`config.mk`:
```
export PLATFORM = sky130hd
export DESIGN_NAME = gpio_mul_accel_flat
export DESIGN_NICKNAME = d
export VERILOG_FILES = /design/src/rtl/gpio_mul_pkg.sv /design/src/rtl/gpio_mul_accel_if.sv /design/src/rtl/gpio_popcount.sv /design/src/rtl/gpio_mul_accel.sv /design/src/flat_wrapper.sv
export SDC_FILE = /design/constraint.sdc
export NUM_CORES = 1
export LEC_CHECK = 0
export CAP_MARGIN = 20
export CORE_UTILIZATION = 28
export CTS_BUF_LIST = sky130_fd_sc_hd__clkbuf_2 sky130_fd_sc_hd__clkbuf_4 sky130_fd_sc_hd__clkbuf_8
export CTS_CLUSTER_DIAMETER = 200
export DETAILED_ROUTE_END_ITERATION = 8
export GPL_ROUTABILITY_DRIVEN = 0
export GPL_TIMING_DRIVEN = 0
export HOLD_SLACK_MARGIN = 0.03
export PLACE_DENSITY = 0.43
export SYNTH_ARGS = -nofsm -noshare
export SYNTH_HDL_FRONTEND = slang
export SYNTH_SLANG_ARGS = --single-unit
```
`constraint.sdc`:
```
create_clock -name clk -period 14.1 [get_ports clk]
set_input_delay 2.82 -clock clk [delete_from_list [all_inputs] [get_ports clk]]
set_output_delay 2.82 -clock clk [all_outputs]
set_load 0.05 [all_outputs]
```
`src/rtl/gpio_mul_pkg.sv`:
```
// Shared constants and types for the GPIO multiply accelerator:
// register offsets, status codes and FSM state encoding.
package gpio_mul_pkg;

  localparam logic [15:0] OFF_A1 = 16'h0000;
  localparam logic [15:0] OFF_A2 = 16'h0008;
  localparam logic [15:0] OFF_W  = 16'h0010;
  localparam logic [15:0] OFF_L  = 16'h0018;
  localparam logic [15:0] OFF_B  = 16'h0020;

  localparam logic [1:0] ST_OK   = 2'd0;
  localparam logic [1:0] ST_BUSY = 2'd1;
  localparam logic [1:0] ST_OVF  = 2'd2;

  typedef enum logic [1:0] {
    S_IDLE = 2'd0,
    S_MUL  = 2'd1,
    S_CNT  = 2'd2
  } state_t;

  function automatic logic [15:0] reg_addr(input logic [15:0] base, input logic [15:0] off);
    return base + off;
  endfunction

endpackage

```
`src/rtl/gpio_mul_accel_if.sv`:
```
// Register bus between a host and the multiply accelerator.
interface gpio_mul_accel_if;
  logic [15:0] saddress;
  logic        srd;
  logic        swr;
  logic [31:0] sdata_in;
  logic [31:0] sdata_out;

  modport master (output saddress, output srd, output swr, output sdata_in, input sdata_out);
  modport slave  (input saddress, input srd, input swr, input sdata_in, output sdata_out);
endinterface

```
`src/rtl/gpio_popcount.sv`:
```
// Purely combinational count of set bits in a W-bit vector.
module gpio_popcount #(
  parameter int W  = 48,
  parameter int CW = $clog2(W + 1)
) (
  input  logic [W-1:0]  din,
  output logic [CW-1:0] count
);

  always_comb begin
    count = '0;
    for (int i = 0; i < W; i++) begin
      count = count + CW'(din[i]);
    end
  end

endmodule

```
`src/rtl/gpio_mul_accel.sv`:
```
// Bus-mapped sequential shift-add multiplier with popcount, overflow
// status and a completion counter exposed on gpio_out.
module gpio_mul_accel
  import gpio_mul_pkg::*;
#(
  parameter int          OPW       = 24,
  parameter int          RESW      = 32,
  parameter logic [15:0] BASE_ADDR = 16'h01D8
) (
  input  logic             clk,
  input  logic             n_reset,
  gpio_mul_accel_if.slave  bus,
  input  logic [31:0]      gpio_in,
  input  logic             gpio_latch,
  output logic [31:0]      gpio_out,
  output logic [31:0]      gpio_in_s_insp
);

  localparam int PW = 2 * OPW;
  localparam int LW = $clog2(PW + 1);
  localparam int IW = $clog2(OPW);

  state_t          state_q, state_d;
  logic [OPW-1:0]  a1_q, a1_d, a2_q, a2_d;
  logic [RESW-1:0] w_q, w_d;
  logic [LW-1:0]   l_q, l_d;
  logic [1:0]      st_q, st_d;
  logic            rej_q, rej_d;
  logic [PW-1:0]   prod_q, prod_d;
  logic [IW-1:0]   iter_q, iter_d;
  logic [15:0]     cnt_q, cnt_d;
  logic [31:0]     rdata_q, rdata_d;
  logic [31:0]     insp_q, insp_d;
  logic            srd_hist_q, srd_hist_d;
  logic            swr_hist_q, swr_hist_d;
  logic            latch_hist_q, latch_hist_d;

  logic rd_rise, wr_rise, latch_rise;
  logic sel_a1, sel_a2, sel_w, sel_l, sel_b;
  logic busy, start, mul_step, finish, ovf;
  logic [LW-1:0] pop;
  logic unused_wdata;

  assign unused_wdata = ^bus.sdata_in;

  assign srd_hist_d   = bus.srd;
  assign swr_hist_d   = bus.swr;
  assign latch_hist_d = gpio_latch;
  assign rd_rise      = bus.srd & ~srd_hist_q;
  assign wr_rise      = bus.swr & ~swr_hist_q;
  assign latch_rise   = gpio_latch & ~latch_hist_q;

  assign sel_a1 = (bus.saddress == reg_addr(BASE_ADDR, OFF_A1));
  assign sel_a2 = (bus.saddress == reg_addr(BASE_ADDR, OFF_A2));
  assign sel_w  = (bus.saddress == reg_addr(BASE_ADDR, OFF_W));
  assign sel_l  = (bus.saddress == reg_addr(BASE_ADDR, OFF_L));
  assign sel_b  = (bus.saddress == reg_addr(BASE_ADDR, OFF_B));

  assign busy  = (state_q != S_IDLE);
  assign start = wr_rise & sel_a2 & ~busy;

  gpio_popcount #(.W(PW), .CW(LW)) u_popcount (
    .din   (prod_q),
    .count (pop)
  );

  assign ovf = |(prod_q >> RESW);

  always_ff @(posedge clk or negedge n_reset) begin
    if (!n_reset) begin
      state_q <= S_IDLE;
    end else begin
      state_q <= state_d;
    end
  end

  always_comb begin
    state_d = state_q;
    unique case (state_q)
      S_IDLE:  if (start) state_d = S_MUL;
      S_MUL:   if (iter_q == IW'(OPW - 1)) state_d = S_CNT;
      S_CNT:   state_d = S_IDLE;
      default: state_d = S_IDLE;
    endcase
  end

  always_comb begin
    mul_step = (state_q == S_MUL);
    finish   = (state_q == S_CNT);
  end

  // Reads sample the current flops, so a same-cycle write is seen only afterwards.
  always_comb begin
    a1_d    = a1_q;
    a2_d    = a2_q;
    w_d     = w_q;
    l_d     = l_q;
    st_d    = st_q;
    rej_d   = rej_q;
    prod_d  = prod_q;
    iter_d  = iter_q;
    cnt_d   = cnt_q;
    rdata_d = rdata_q;
    insp_d  = insp_q;

    if (rd_rise) begin
      rdata_d = '0;
      if (sel_a1) rdata_d = 32'(a1_q);
      if (sel_a2) rdata_d = 32'(a2_q);
      if (sel_w)  rdata_d = 32'(w_q);
      if (sel_l)  rdata_d = 32'(l_q);
      if (sel_b)  rdata_d = {23'b0, rej_q, 6'b0, st_q};
    end

    if (wr_rise && (sel_a1 || sel_a2)) begin
      if (busy) begin
        rej_d = 1'b1;
      end else if (sel_a1) begin
        a1_d  = bus.sdata_in[OPW-1:0];
        w_d   = '0;
        l_d   = '0;
        st_d  = ST_OK;
        rej_d = 1'b0;
      end else begin
        a2_d   = bus.sdata_in[OPW-1:0];
        w_d    = '0;
        l_d    = '0;
        st_d   = ST_BUSY;
        prod_d = '0;
        iter_d = '0;
      end
    end

    if (mul_step) begin
      if (a2_q[iter_q]) prod_d = prod_q + (PW'(a1_q) << iter_q);
      iter_d = iter_q + IW'(1);
    end

    // Overflow keeps the most significant RESW bits of the product.
    if (finish) begin
      l_d   = pop;
      cnt_d = cnt_q + 16'd1;
      if (ovf) begin
        w_d  = prod_q[PW-1 -: RESW];
        st_d = ST_OVF;
      end else begin
        w_d  = prod_q[RESW-1:0];
        st_d = ST_OK;
      end
    end

    if (latch_rise) insp_d = gpio_in;
  end

  always_ff @(posedge clk or negedge n_reset) begin
    if (!n_reset) begin
      a1_q         <= '0;
      a2_q         <= '0;
      w_q          <= '0;
      l_q          <= '0;
      st_q         <= ST_OK;
      rej_q        <= 1'b0;
      prod_q       <= '0;
      iter_q       <= '0;
      cnt_q        <= '0;
      rdata_q      <= '0;
      insp_q       <= '0;
      srd_hist_q   <= 1'b0;
      swr_hist_q   <= 1'b0;
      latch_hist_q <= 1'b0;
    end else begin
      a1_q         <= a1_d;
      a2_q         <= a2_d;
      w_q          <= w_d;
      l_q          <= l_d;
      st_q         <= st_d;
      rej_q        <= rej_d;
      prod_q       <= prod_d;
      iter_q       <= iter_d;
      cnt_q        <= cnt_d;
      rdata_q      <= rdata_d;
      insp_q       <= insp_d;
      srd_hist_q   <= srd_hist_d;
      swr_hist_q   <= swr_hist_d;
      latch_hist_q <= latch_hist_d;
    end
  end

  assign bus.sdata_out  = rdata_q;
  assign gpio_out       = {16'h0000, cnt_q};
  assign gpio_in_s_insp = insp_q;

endmodule

```
`src/flat_wrapper.sv`:
```
// flat-port wrapper written by rule: the top's interface ports become plain ports
module gpio_mul_accel_flat import gpio_mul_pkg::*;
#(
  parameter int          OPW       = 24,
  parameter int          RESW      = 32,
  parameter logic [15:0] BASE_ADDR = 16'h01D8
)
  (clk, n_reset, gpio_in, gpio_latch, gpio_out, gpio_in_s_insp, bus_saddress, bus_srd, bus_swr, bus_sdata_in, bus_sdata_out);
  gpio_mul_accel_if bus_i ();
  input  logic clk;
  input  logic n_reset;
  input  logic [31:0] gpio_in;
  input  logic gpio_latch;
  output logic [31:0] gpio_out;
  output logic [31:0] gpio_in_s_insp;
  input wire logic [$bits(bus_i.saddress)-1:0] bus_saddress;
  input wire logic [$bits(bus_i.srd)-1:0] bus_srd;
  input wire logic [$bits(bus_i.swr)-1:0] bus_swr;
  input wire logic [$bits(bus_i.sdata_in)-1:0] bus_sdata_in;
  output wire logic [$bits(bus_i.sdata_out)-1:0] bus_sdata_out;
  assign bus_i.saddress = bus_saddress;
  assign bus_i.srd = bus_srd;
  assign bus_i.swr = bus_swr;
  assign bus_i.sdata_in = bus_sdata_in;
  assign bus_sdata_out = bus_i.sdata_out;
  gpio_mul_accel #(.OPW(OPW), .RESW(RESW), .BASE_ADDR(BASE_ADDR)) u_core (.clk(clk), .n_reset(n_reset), .bus(bus_i), .gpio_in(gpio_in), .gpio_latch(gpio_latch), .gpio_out(gpio_out), .gpio_in_s_insp(gpio_in_s_insp));
endmodule
```
==> flow_summary.toml <==
[global_routing]
grt_max_degree = 115
grt_usage_pct = 20.2
grt_pass1_wl_um = 81500
overflow = 0
grt_antenna_before_repair = 1
grt_pass1_vias = 12800

[yosys]
ys_ff_latch = 227
async_flop_share_pct = 100
synthTopCellsByArea = "dfrtp_1 38%, mux2_2 7.3%, o21ai_0 5.5%, fa_1 5.4%, ha_1 5.0%"
yosys-top-cells-count = "227 x dfrtp_1, 165 x o21ai_0, 157 x nand2_1"
synth_cells = 1585
ys.flop_type = "dfrtp_1"
synth_most_common_cell = "dfrtp_1"
yosysSeqAreaShare_pct = 38.2
synth_enable_flop_cells = 0
ys_warn_count = 0
ys_types = 82
syn_area_per_cell_um2 = 9.39
synth_top_area_share_pct = 38.2
synth_largest_area_cell = "dfrtp_1"
synth_area_um2 = 14900

[cts]
cts_tree = "yes"
cts_buffers = 45
htree_levels = 2
ctsResizeCount = 0
clock_latency_ns = 0.63
clk_pin_slew_ns = 0.06
cts.sinks = 227
holdBufCountCts = 0
ctsLongestPathBuffers = 3
post_cts_buffers = 0
ctsRootBufferMaster = "clkbuf_8"

[die]
io_pins = 181
num_rows = 84
dieArea_um2 = 54100
start_util_pct = 28.3
core_um2 = 52600
chipHeight_um = 233
die_w_um = 233

[pwr]
p_int_mw = 1.17
comb_power_share_pct = 10.1
power_mw = 1.60
irDropWorstVdd_mv = 0.0585
clkPwrFrac_pct = 47.7
total_leakage_power_nw = 8.54
power_switching_mw = 0.421
swShare_pct = 26.4
powerDensity_nw_per_um2 = 86.6
p_seq_share_pct = 42.2

[timing]
hold_slack_ns = 0.474
hold_violations = 0
max_freq_ghz = 0.173
fin_worst_skew_ns = 0.0394
rsz0062_at_grt = "false"
worst_pin_slew_ns = 0.761
slew_headroom_pct = 48.8
setup_tns_ns = 0
min_period_ns = 5.78
setup_viol = 0
finalMaxSlewViolations = 0
fin_crit_sh_pct = 41.0

[critical_path]
crit_required_ns = 14.59
path_max_fanout = 10
crit_path_start_kind = "flip-flop"
cpPeakStageDelay_ns = 0.60
crit_type = "reg -> reg"
crit_slowest_cell = "dfrtp_1"
critPathCaptureType = "flip-flop"
path_cells = "buf_2, buf_2, buf_2, nand2_1, o21ai_0, o21ai_0, o21ai_0, nor2_1, a21oi_1, ha_1, clkbuf_1, a21oi_1, o21ai_1, a211oi_1, nor2_1, nor4b_2, nor3_2, a41oi_2, nor4_1, a311o_1"
crit_arrival_ns = 6.27

[routing]
dr.pass1.iters = 5
drtIter0Drc = 786
route.detailed.drc = 0
routed_wl_um = 54400
vias = 12700
ant_nets = 0
wire_per_inst_um = 21.5
routed_via_density = 5.04

[finish]
fillers = 5469
area_delta_synth_final_pct = 23.9
final_util_pct = 35.1
layout.cells.non_filler = 2529
drive_gt1_share_pct = 13.6
fin_nets = 1988
antenna_cells = 0

[placement]
hpwl_um = 42900
place_inst = 2445
port_buffers = 155

[hold_path]
hold_class = "reg -> reg"

[status]
status = "completed"

[run]
drv_cap = 0
## through the flow
stage,instance area [µm²],setup WS [ns]
2_1_floorplan,14900,8.78
3_3_place_gp,17400,-0.229
3_5_place_dp,17400,7.90
4_1_cts,18400,8.34
5_1_grt,18400,7.89
6_report,18400,8.32
## worst paths after layout
path / from / endpoint / slack [ns] / cells after the start
max in group asynchronous: n_reset / u_core.a2_q[21] / 10.78 / 3
setup / recovery: u_core.iter_q[0] / u_core.prod_q[41] / 8.32 / 20
hold reg to reg: u_core.bus.sdata_out[26] / u_core.bus.sdata_out[26] / 0.47 / 2
min in group asynchronous: n_reset / u_core.gpio_in_s_insp[25] / 2.04 / 1
hold / removal: u_core.bus.sdata_out[26] / u_core.bus.sdata_out[26] / 0.47 / 2
setup reg to reg: u_core.iter_q[0] / u_core.prod_q[41] / 8.32 / 20
## final cells by class
type                    count  area, µm²  share of cell area (%)
multi-input cells        1152       8340                    45.3
flip-flops and latches    227       5680                    30.8
repair buffers            157       1610                    8.74
clock buffers              74        912                    4.95
well taps                 688        861                    4.67
plain buffers             113        512                    2.78
inverters                 108        405                    2.20
clock inverters            10        110                   0.597
## per-layer routing
| layer | vias to the layer above | part of all wire (%) | global-route usage, % |
|---|---|---|---|
| met5 | - | 0.022 | 0 |
| met4 | 2 | 2.8 | 6.39 |
| met3 | 87 | 5.9 | 4.00 |
| met2 | 385 | 45 | 31.5 |
| met1 | 6235 | 46 | 27.9 |
| li1 | 6033 | - | - |
## cells in the final DEF, fill, tap and decap left out, types with 32 or more instances in the layout
master / Yosys / layout
mux2i_1: 32 / 32
mux2_2: 96 / 96
inv_1: 106 / 106
nand2_1: 157 / 157
clkbuf_8: 0 / 57
dfrtp_1: 227 / 227
o21ai_0: 165 / 165
clkdlybuf4s50_1: 0 / 154
a21oi_1: 107 / 107
nor2_1: 90 / 90
clkbuf_1: 60 / 60
fa_1: 40 / 40
ha_1: 59 / 59
nand3_1: 68 / 68
xnor2_1: 38 / 38
## power groups by stage
stage                     clock, mW  combinational [mW]  sequential, mW
after CTS                     0.790               0.164           0.673
after global routing          0.819               0.171           0.674
after global placement            0               0.161           0.685
after floorplan                   0              0.0375           0.734
after detailed placement          0               0.163           0.685
final                         0.761               0.162           0.673
## critical path: cells and delay by family, from the launching register on
kind | cells | cell delay, ns
AOI/OAI and AO/OA | 9 | 2.55
adders and majority gates | 1 | 0.29
buffers and inverters | 4 | 1.20
DFF | 1 | 0.60
and+or+nand+nor | 6 | 0.99
## sequential cells by signal, indices dropped and copies added, names as in the netlist
register,flops
u_core.prod_q,48
u_core.bus.sdata_out,32
u_core.gpio_in_s_insp,32
u_core.w_q,32
u_core.a1_q,24
u_core.a2_q,24
u_core.cnt_q,16
u_core.l_q,6
u_core.iter_q,5
u_core.st_q,2
u_core.state_q,2
u_core.latch_hist_q,1
u_core.rej_q,1
u_core.srd_hist_q,1
u_core.swr_hist_q,1
## kinds of logic (layout without fill, tap and decap cells)
logic type | after synthesis | in the layout | share of synthesized area (%)
xor gates and xnor gates | 59 | 59 | 3.47
buffers and inverters | 221 | 462 | 6.16
and+or+nand+nor | 419 | 419 | 13.3
other | 1 | 16 | 0.0252
muxes | 142 | 142 | 11.5
adders and majority gates | 99 | 99 | 10.3
DFF | 227 | 227 | 38.2
AOI/OAI and AO/OA | 417 | 417 | 17.0
(Power assumes the default switching activity.)
